--- src/rtl/sub_rx_pkg.sv ---
// rtl/sub_rx_pkg.sv - shared constants and helpers for the sub_rx receive FIFO
// Contents:
//   SUB_RX_CNT_W  width of the optional accepted-word counter
//   lvl_width()   bits needed to hold an occupancy of 0..depth
package sub_rx_pkg;

    localparam int SUB_RX_CNT_W = 32;

    function automatic int lvl_width(input int depth);
        return $clog2(depth + 1);
    endfunction

endpackage

--- src/rtl/sub_rx_mem.sv ---
// rtl/sub_rx_mem.sv - DEPTH x TYPE_t register array, one write port, one async read port
// Ports:
//   clk    write clock
//   we     write enable
//   waddr  write address
//   wdata  write data
//   raddr  read address
//   rdata  read data (combinational from raddr)
// Storage is deliberately not reset; unread entries are masked by the owner.
module sub_rx_mem #(
    parameter type TYPE_t = logic,
    parameter int  DEPTH  = 4,
    localparam int AW     = $clog2(DEPTH)
) (
    input  logic          clk,
    input  logic          we,
    input  logic [AW-1:0] waddr,
    input  TYPE_t         wdata,
    input  logic [AW-1:0] raddr,
    output TYPE_t         rdata
);

    TYPE_t mem [DEPTH];

    always_ff @(posedge clk) begin
        if (we) begin
            mem[waddr] <= wdata;
        end
    end

    assign rdata = mem[raddr];

endmodule

--- src/rtl/sub_rx.sv ---
// rtl/sub_rx.sv - receive side of the inverting sub stage: restores polarity into an elastic FIFO
// Ports:
//   clk, reset_l          clock and asynchronous active-low reset
//   in_valid/in_ready/in  inverted words from upstream (stored as ~in)
//   out_valid/out_ready/out  true-polarity words to downstream, out masked to 0 when empty
//   level, full, empty    occupancy and its flags
//   word_count            accepted-word counter, present only when SUB_RX_COUNT_EN is defined
module sub_rx
    import sub_rx_pkg::*;
#(
    parameter type TYPE_t = logic,
    parameter int  DEPTH  = 4,
    localparam int LVL_W  = lvl_width(DEPTH)
) (
    input  logic                    clk,
    input  logic                    reset_l,
    input  logic                    in_valid,
    output logic                    in_ready,
    input  TYPE_t                   in,
    output logic                    out_valid,
    input  logic                    out_ready,
    output TYPE_t                   out,
    output logic [LVL_W-1:0]        level,
    output logic                    full,
`ifdef SUB_RX_COUNT_EN
    output logic                    empty,
    output logic [SUB_RX_CNT_W-1:0] word_count
`else
    output logic                    empty
`endif
);

    localparam int PTR_W = $clog2(DEPTH);

    if (DEPTH < 2 || (DEPTH & (DEPTH - 1)) != 0) begin : g_bad_depth
        $error("sub_rx: DEPTH must be a power of 2 and at least 2");
    end

    logic [PTR_W-1:0] wr_ptr_q;
    logic [PTR_W-1:0] rd_ptr_q;
    logic [LVL_W-1:0] level_q;
    logic             push;
    logic             pop;
    TYPE_t            rdata;

    // Flags come only from registered level, so in_ready never depends on out_ready:
    // a pop while full cannot open a same-cycle push slot.
    assign full      = (level_q == LVL_W'(DEPTH));
    assign empty     = (level_q == '0);
    assign in_ready  = !full;
    assign out_valid = !empty;
    assign level     = level_q;

    assign push = in_valid && in_ready;
    assign pop  = out_valid && out_ready;

    always_ff @(posedge clk or negedge reset_l) begin
        if (!reset_l) begin
            wr_ptr_q <= '0;
            rd_ptr_q <= '0;
            level_q  <= '0;
        end else begin
            // Pointers are log2(DEPTH) wide, so +1 wraps modulo DEPTH for free.
            if (push) wr_ptr_q <= wr_ptr_q + PTR_W'(1);
            if (pop)  rd_ptr_q <= rd_ptr_q + PTR_W'(1);
            if (push && !pop) begin
                level_q <= level_q + LVL_W'(1);
            end else if (pop && !push) begin
                level_q <= level_q - LVL_W'(1);
            end
        end
    end

    sub_rx_mem #(
        .TYPE_t (TYPE_t),
        .DEPTH  (DEPTH)
    ) u_mem (
        .clk   (clk),
        .we    (push),
        .waddr (wr_ptr_q),
        .wdata (~in),
        .raddr (rd_ptr_q),
        .rdata (rdata)
    );

    // Mask stale or never-written storage whenever nothing is queued.
    assign out = empty ? TYPE_t'('0) : rdata;

`ifdef SUB_RX_COUNT_EN
    logic [SUB_RX_CNT_W-1:0] word_cnt_q;

    always_ff @(posedge clk or negedge reset_l) begin
        if (!reset_l) begin
            word_cnt_q <= '0;
        end else if (push) begin
            word_cnt_q <= word_cnt_q + SUB_RX_CNT_W'(1);
        end
    end

    assign word_count = word_cnt_q;
`endif

endmodule

--- config.mk ---
export PLATFORM = sky130hd
export DESIGN_NAME = sub_rx
export DESIGN_NICKNAME = d
export VERILOG_FILES = /design/src/rtl/sub_rx_pkg.sv /design/src/rtl/sub_rx_mem.sv /design/src/rtl/sub_rx.sv
export SDC_FILE = /design/constraint.sdc
export NUM_CORES = 1
export LEC_CHECK = 0
export ABC_AREA = 1
export CORE_UTILIZATION = 43
export CTS_CLUSTER_SIZE = 12
export DETAILED_ROUTE_END_ITERATION = 6
export DONT_BUFFER_PORTS = 1
export SLEW_MARGIN = 40
export SYNTH_ARGS = -nofsm -noshare
export SYNTH_HDL_FRONTEND = slang
export SYNTH_SLANG_ARGS = --single-unit
--- constraint.sdc ---
create_clock -name clk -period 2.2 [get_ports clk]
set_clock_uncertainty 0.1 [all_clocks]
set_input_delay 0.44 -clock clk [delete_from_list [all_inputs] [get_ports clk]]
set_output_delay 0.44 -clock clk [all_outputs]
set_load 0.01 [all_outputs]
[After elaboration in Yosys (flattened, before gate mapping)]
Memories as Yosys holds them, arrays and structs flattened.
Cells that the tools add are included.
Word-level totals
  bits in read-only memories: 0
  bits in registers: 7
  bits in writable memories: 4
  output and inout port bits: 8
  input bits: 5
  memories kept: 1
  latch bits: 0
  logic and storage cells: 25
Cells by class
  reductions and logical operators: 10
  bitwise operators: 1
  order comparisons: 0
  shift operators: 0
  $mul: 0
  equality and inequality tests: 1
  div/mod/pow operators: 0
  add/subtract/negate cells: 4
  muxes and demuxes: 5
Memories
  u_mem.mem: words 4, bits a word 1, rd ports 1, clocked after memory_dff 0, wr ports 1, line sub_rx_mem.sv:23  | TYPE_t mem [DEPTH];
Operators by type and width (count)
  2-to-1 mux 3 bit: 2
  adder 2 x 1 -> 2 bit, second input constant: 2
  logical AND 1 bit: 4
  zero test 1 bit: 4
  adder 3 x 1 -> 3 bit, second input constant: 1
  equality test 3 bit, second input constant: 1
  zero test 3 bit: 1
  2-to-1 mux 1 bit: 3
  subtractor 3 x 1 -> 3 bit, second input constant: 1
  nonzero test 2 bit: 1
  inverter 1 bit: 1

[Depth between registers and ports, before layout]
Gate-level depths: netlist (run 1).
  depth after elaboration: 7
  mapped depth: 12
  gate-level depth less buffers: 12

[Modules after synthesis]
Synthesis (run 1) repeated with hierarchy kept, for this count alone.
Second synthesis, totals
  cell total of the unflattened synthesis: 80
  area, all modules: 639.4 µm²
By module, submodules not included
  sub_rx: cells each 56, area each 431.7 µm², seq. area each 175.2 µm², times used 1
  sub_rx_mem: cells each 24, area each 207.7 µm², seq. area each 120.1 µm², times used 1

[Worst setup path after synthesis (run 1)]
Ideal clock, no wire load.
  path kind: register to register
  from: reg level_q[0], in the netlist level[0]
  to: reg level_q[1], in the netlist level[1]
  library setup time: 0.127 ns
  required time: 1.973 ns
  data arrival time: 1.653 ns
  buffers on the path: 0
  stages on the path, launching flop included: 10
  period minus slack after synthesis: 1.880 ns
  slack: 0.320 ns
  cells stage by stage: dfrtp_1 -> inv_2 -> nand3_2 -> nand2_4 -> inv_4 -> ha_1 -> inv_1 -> fa_1 -> nand2_1 -> o21ai_0
On the way
  cells in the longest elaborated chain, start to end: 6
  elaborated cells on any way between the ends: 15
  those cells by class: 2 x add/sub; 1 x eq/ne; 2 x mux; 10 x reduce/logical
Ends and longest elaborated chain
  start, declared: line sub_rx.sv:41  | logic [LVL_W-1:0] level_q;
  start signal, assigned: line sub_rx.sv:67  | level_q <= level_q + LVL_W'(1);
  start signal, assigned: line sub_rx.sv:69  | level_q <= level_q - LVL_W'(1);
  equality test 3 bit (*): line sub_rx.sv:48  | assign full = (level_q == LVL_W'(DEPTH));
  zero test 1 bit (*): line sub_rx.sv:50  | assign in_ready = !full;
  via in_ready: line sub_rx.sv:18  | output logic in_ready,
  logical AND 1 bit (*): line sub_rx.sv:54  | assign push = in_valid && in_ready;
  via push: line sub_rx.sv:42  | logic push;
  zero test 1 bit: line sub_rx.sv:68  | end else if (pop && !push) begin
  logical AND 1 bit: line sub_rx.sv:68
  nonzero test 2 bit (no source line)
Mark *: on every way through the listed nets, which the timed path passes. The rest lies on a longest branch. The select of a mux whose other input is x is not followed.
A chain may end at the register's enable or synchronous reset.

[Worst setup path after layout (run 1)]
  from: reg level_q[1], in the netlist level[1]
  to: reg level_q[1], in the netlist level[1]
The elaborated chain is that of the path after synthesis.

==> flow_summary.json, run 1 <==
{
  "status": "finished, final reports clean",
  "wl_per_cell_um": 9.84,
  "power.switching_w": 0.000444,
  "cts.sinks": 11,
  "r2r-start": "level[1]",
  "gr-usage-all-layers_pct": 14.1,
  "relSlewSlack_pct": 77.8,
  "fin_area_um2": 708,
  "yosysWarnings": 0,
  "p_int_w": 0.000535,
  "max_freq_mhz": 504,
  "fin_ws_ns": 0.216,
  "hp-start": "out_ready",
  "io_pins": 13,
  "maxSlewViolCount": 0,
  "avgSynthCellArea_um2": 8.71,
  "route.detailed.drc": 0,
  "rsz0062_at_grt": "false",
  "finalCritPeriodShare_pct": 90.2,
  "overflow": 0,
  "synth.area.top_cells": "dfrtp_1, edfxtp_1, ha_1",
  "finalSetupViolations": 0,
  "syn2layout_area_growth_pct": 8.43,
  "synth_top_area_share_pct": 26.8,
  "hold_viol": 0,
  "tightest_slew_ns": 0.332,
  "via_per_inst": 4.47,
  "gp_congestion": 0.780,
  "cts_buffers": 3,
  "finalSetupTns_ns": 0,
  "synth_seq_cells": 11,
  "die_h_um": 41.0,
  "synthDistinctLibCells": 19,
  "yosys.area.top_type": "dfrtp_1",
  "antenna_found_initial": 0,
  "combinationalPowerShare_pct": 44.9,
  "die_w_um": 41.0,
  "post_cts_buffers": 0,
  "p_leak_nw": 0.374,
  "finalCriticalPeriod_ns": 1.98,
  "vias": 425,
  "clkPwrFrac_pct": 14.0,
  "cts_htree_levels": 1,
  "clk_latency_ns": 0.27,
  "p_seq_share_pct": 41.1,
  "fp.dieArea_um2": 1680,
  "seq_area_frac_synth_pct": 45.2,
  "post-place-ws_ns": 0.217,
  "path_clk_slew_ns": 0.08,
  "rows": 13,
  "first_iter_violations": 4,
  "powerDensity_nw_per_um2": 1380,
  "grt_pass1_wl_um": 1370,
  "cts_resized": 0,
  "clk_path_buf_depth": 2,
  "drt.antenna.violating_nets": 0,
  "cts_root_buf": "clkbuf_4",
  "drt_wl_total_um": 935,
  "placed_cell_area_um2": 672,
  "cts_tree": "done",
  "dr.pass1.iters": 4,
  "synth_area_um2": 653,
  "coreArea_um2": 1350,
  "irDropWorstVdd_v": 0.000719,
  "required_ns": 2.25,
  "layout-drive-gt1-share_pct": 17.5,
  "synth_fp_nets": 86,
  "cp-start-kind": "register",
  "hp-class": "in2reg",
  "start_util_pct": 48.4,
  "n_antenna_cell": 0,
  "critPathLaunch": "level[1]",
  "endpoint_kind": "register",
  "synthCells": 75,
  "crit_fanout": 7,
  "swShare_pct": 45.4,
  "critical_path_class": "reg2reg",
  "grt_max_degree": 8,
  "port_buffers": 0,
  "grt_pass1_vias": 341,
  "crit_arrival_ns": 2.04,
  "fin_nets": 92,
  "drv_cap": 0,
  "hpwl_um": 764
}
==> stage by stage <==
stage,hold slack (ns),util [%],std cells,total power [W]
final,0.213,52.5,95,0.000979
after global placement,0.0446,49.8,90,0.000843
after floorplan,0.0444,-,75,0.000772
after global routing,0.199,52.5,95,0.00108
after detailed placement,0.0446,49.8,90,0.000849
after CTS,0.203,52.5,95,0.000993
==> sequential cells by signal (all words and copies together), names as in the netlist <==
| name | count |
|---|---|
| u_mem.mem | 4 |
| level | 3 |
| rd_ptr_q | 2 |
| wr_ptr_q | 2 |
==> layout by cell type, fill, tap and decap left out, drive strengths merged <==
cell / count
inv: 22
nand2: 19
dfrtp: 7
nand3: 7
ha: 5
nor2: 4
edfxtp: 4
clkbuf: 4
xnor2: 2
o21ai: 2
a21oi: 1
nand4: 1
fa: 1
dlygate4sd3: 1
==> cell families (layout without fill, tap and decap cells) <==
| family | after synthesis | in the layout | synth area share, % |
|---|---|---|---|
| and+or+nand+nor | 31 | 31 | 24.1 |
| buffers and inverters | 22 | 27 | 13.0 |
| DFF | 11 | 11 | 45.2 |
| adders and majority gates | 6 | 6 | 12.6 |
| AOI/OAI and AO/OA | 3 | 3 | 2.30 |
| xor gates and xnor gates | 2 | 2 | 2.68 |
==> critical path: stages (launching register included) <==
cell,delay [ns]
dfrtp_1,0.46
inv_2,0.12
nand3_2,0.17
nand2_4,0.15
inv_4,0.04
ha_1,0.19
inv_1,0.08
fa_1,0.40
nand2_1,0.07
o21ai_0,0.07
==> path summary, 6_finish.rpt <==
check / slack [ns] / to / cells after the start
max in group asynchronous: 1.35 / wr_ptr_q[1] / 1
worst min-delay path: 0.21 / rd_ptr_q[0] / 2
worst max register to register: 0.22 / level[1] / 9
worst min register to register: 0.44 / wr_ptr_q[1] / 2
min in group asynchronous: 0.40 / level[1] / 1
worst max-delay path: 0.22 / level[1] / 9
==> timing repair <==
item	4_1_cts	5_1_grt
endpoints found under the setup margin	0	0
hold buffers	1	0
endpoints found under the hold margin	7	0
==> routing by layer <==
layer / track usage [%] / wire length [um]
met3: 5.98 / 73
met2: 21.1 / 394
met1: 15.8 / 453
met5: 0 / 0
met4: 10.0 / 12
==> power by group through the flow <==
stage / Combinational [W] / Sequential [W] / Clock (W)
finish: 0.000440 / 0.000402 / 0.000137
global route: 0.000514 / 0.000417 / 0.000155
CTS: 0.000447 / 0.000403 / 0.000143
detailed placement: 0.000441 / 0.000408 / 0
global placement: 0.000437 / 0.000406 / 0
floorplan: 0.000384 / 0.000388 / 0
==> cell usage after synthesis (all sizes together) <==
master / n
nor2: 4
nand4: 1
nand3: 7
nand2: 19
ha: 5
o21ai: 2
xnor2: 2
fa: 1
dfrtp: 7
inv: 22
edfxtp: 4
a21oi: 1
==> cell type report <==
type,instances,area [um^2]
Fill cell,129,642
Clock buffer,4,26.3
Tap cell,15,18.8
Inverter,22,85.1
Sequential cell,11,295
Multi-Input combinational cell,42,273
Timing Repair Buffer,1,10.0
Note: power is estimated with default switching activity, not from simulation.
==> run 2: changes to the inputs <==
CORE_ASPECT_RATIO = 1.1   (was not set)
==> flow_summary.json, run 2 (synthesis results as in run 1) <==
{
  "clk_latency_ns": 0.27,
  "finalCritPeriodShare_pct": 91.5,
  "finalSetupTns_ns": 0,
  "via_per_inst": 4.39,
  "grt_pass1_vias": 385,
  "start_util_pct": 47.2,
  "hold_depth": 2,
  "reg2regPathDepth": 9,
  "top_register": "u_mem.mem",
  "grt_pass1_wl_um": 1530,
  "dr.pass1.iters": 4,
  "maxSlewViolCount": 0,
  "rows": 14,
  "tightest_slew_ns": 0.329,
  "layout.cells.non_filler": 96,
  "required_ns": 2.25,
  "gp_congestion": 0.759,
  "antenna_found_initial": 0,
  "grt.met1_usage_pct": 16.5,
  "cts_tree": "done",
  "hold_viol": 0,
  "n_antenna_cell": 0,
  "final_cell_mix": "inv_1, nand2_1, dfrtp_1",
  "critical_path_class": "reg2reg",
  "hpwl_um": 779,
  "relSlewSlack_pct": 78.0,
  "die_h_um": 42.9,
  "overflow": 0,
  "irDropWorstVdd_v": 0.000849,
  "fp.dieArea_um2": 1680,
  "layout-drive-gt1-share_pct": 17.5,
  "first_iter_violations": 10,
  "cts_root_buf": "clkbuf_4",
  "cts_resized": 0,
  "hp-class": "in2reg",
  "grt_max_degree": 8,
  "die_w_um": 39.2,
  "clk_path_buf_depth": 2,
  "p_leak_nw": 0.374,
  "crit_arrival_ns": 2.06,
  "use_met2_pct": 20.7,
  "cts.sinks": 11,
  "cts_htree_levels": 1,
  "vias": 421,
  "finalSetupViolations": 0,
  "drv_cap": 0,
  "wl_per_cell_um": 9.91,
  "endpoint_kind": "register",
  "coreArea_um2": 1380,
  "max_freq_mhz": 497,
  "powerDensity_nw_per_um2": 1390,
  "dp.cells": 91,
  "gr-usage-all-layers_pct": 14.2,
  "status": "finished, final reports clean",
  "syn2layout_area_growth_pct": 8.62,
  "grt_busiest_layer": "met2",
  "cts_buffers": 3,
  "use_met3_pct": 3.66,
  "path_clk_slew_ns": 0.07,
  "drt.antenna.violating_nets": 0,
  "placed_cell_area_um2": 673,
  "route.detailed.drc": 0,
  "drt_wl_total_um": 951,
  "fin_nets": 92,
  "largest_register_ffs": 4,
  "fin_area_um2": 709,
  "io_pins": 13,
  "rsz0062_at_grt": "false",
  "finalCriticalPeriod_ns": 2.01,
  "cp-start-kind": "register",
  "port_buffers": 0,
  "crit_fanout": 7
}
==> run 2: routing by layer <==
metal	share of wire, %	wire, um
met1	48	459
met3	3.3	31
met2	45	430
met4	3.0	29
met5	0	0
==> run 2: final timing paths <==
kind                             start     endpoint  slack (ns)
setup / recovery              level[1]     level[1]        0.19
hold / removal                in_valid  wr_ptr_q[0]        0.22
setup reg to reg              level[1]     level[1]        0.19
hold reg to reg            wr_ptr_q[0]  wr_ptr_q[0]        0.44
max in group asynchronous      reset_l  rd_ptr_q[1]        1.36
min in group asynchronous      reset_l     level[1]        0.40
==> run 2: critical path: stages (launching register included) <==
cell,delay [ns]
dfrtp_1,0.46
inv_2,0.13
nand3_2,0.18
nand2_4,0.16
inv_4,0.04
ha_1,0.20
inv_1,0.08
fa_1,0.41
nand2_1,0.07
o21ai_0,0.07
==> run 2: stage by stage <==
| stage | hold slack [ns] | total power [W] | worst slack (ns) | utilization, % |
|---|---|---|---|---|
| 2_1_floorplan | 0.0444 | 0.000772 | 0.320 | - |
| 3_3_place_gp | 0.0445 | 0.000843 | 0.217 | 48.6 |
| 3_5_place_dp | 0.0445 | 0.000856 | 0.188 | 48.6 |
| 4_1_cts | 0.218 | 0.000996 | 0.178 | 51.3 |
| 5_1_grt | 0.227 | 0.00108 | 0.0525 | 51.3 |
| 6_report | 0.217 | 0.000985 | 0.187 | 51.3 |
==> run 2: where the power goes <==
group,internal (W),switching (W)
sequential,0.000296,0.000107
clock,0.0000702,0.0000657
combinational,0.000169,0.000277
total,0.000535,0.000449
==> run 2: layout make-up <==
class | count | area, um^2
Clock buffer | 4 | 26.3
Sequential cell | 11 | 295
Fill cell | 137 | 674
Tap cell | 16 | 20.0
Multi-Input combinational cell | 42 | 273
Timing Repair Buffer | 1 | 10.0
Inverter | 22 | 85.1
==> run 2: what timing repair did <==
| action | 4_1_cts | 5_1_grt |
|---|---|---|
| hold buffers | 1 | 0 |
| endpoints found under the setup margin | 0 | 0 |
| setup buffers | 0 | 0 |
| hold endpoints to repair | 7 | 0 |
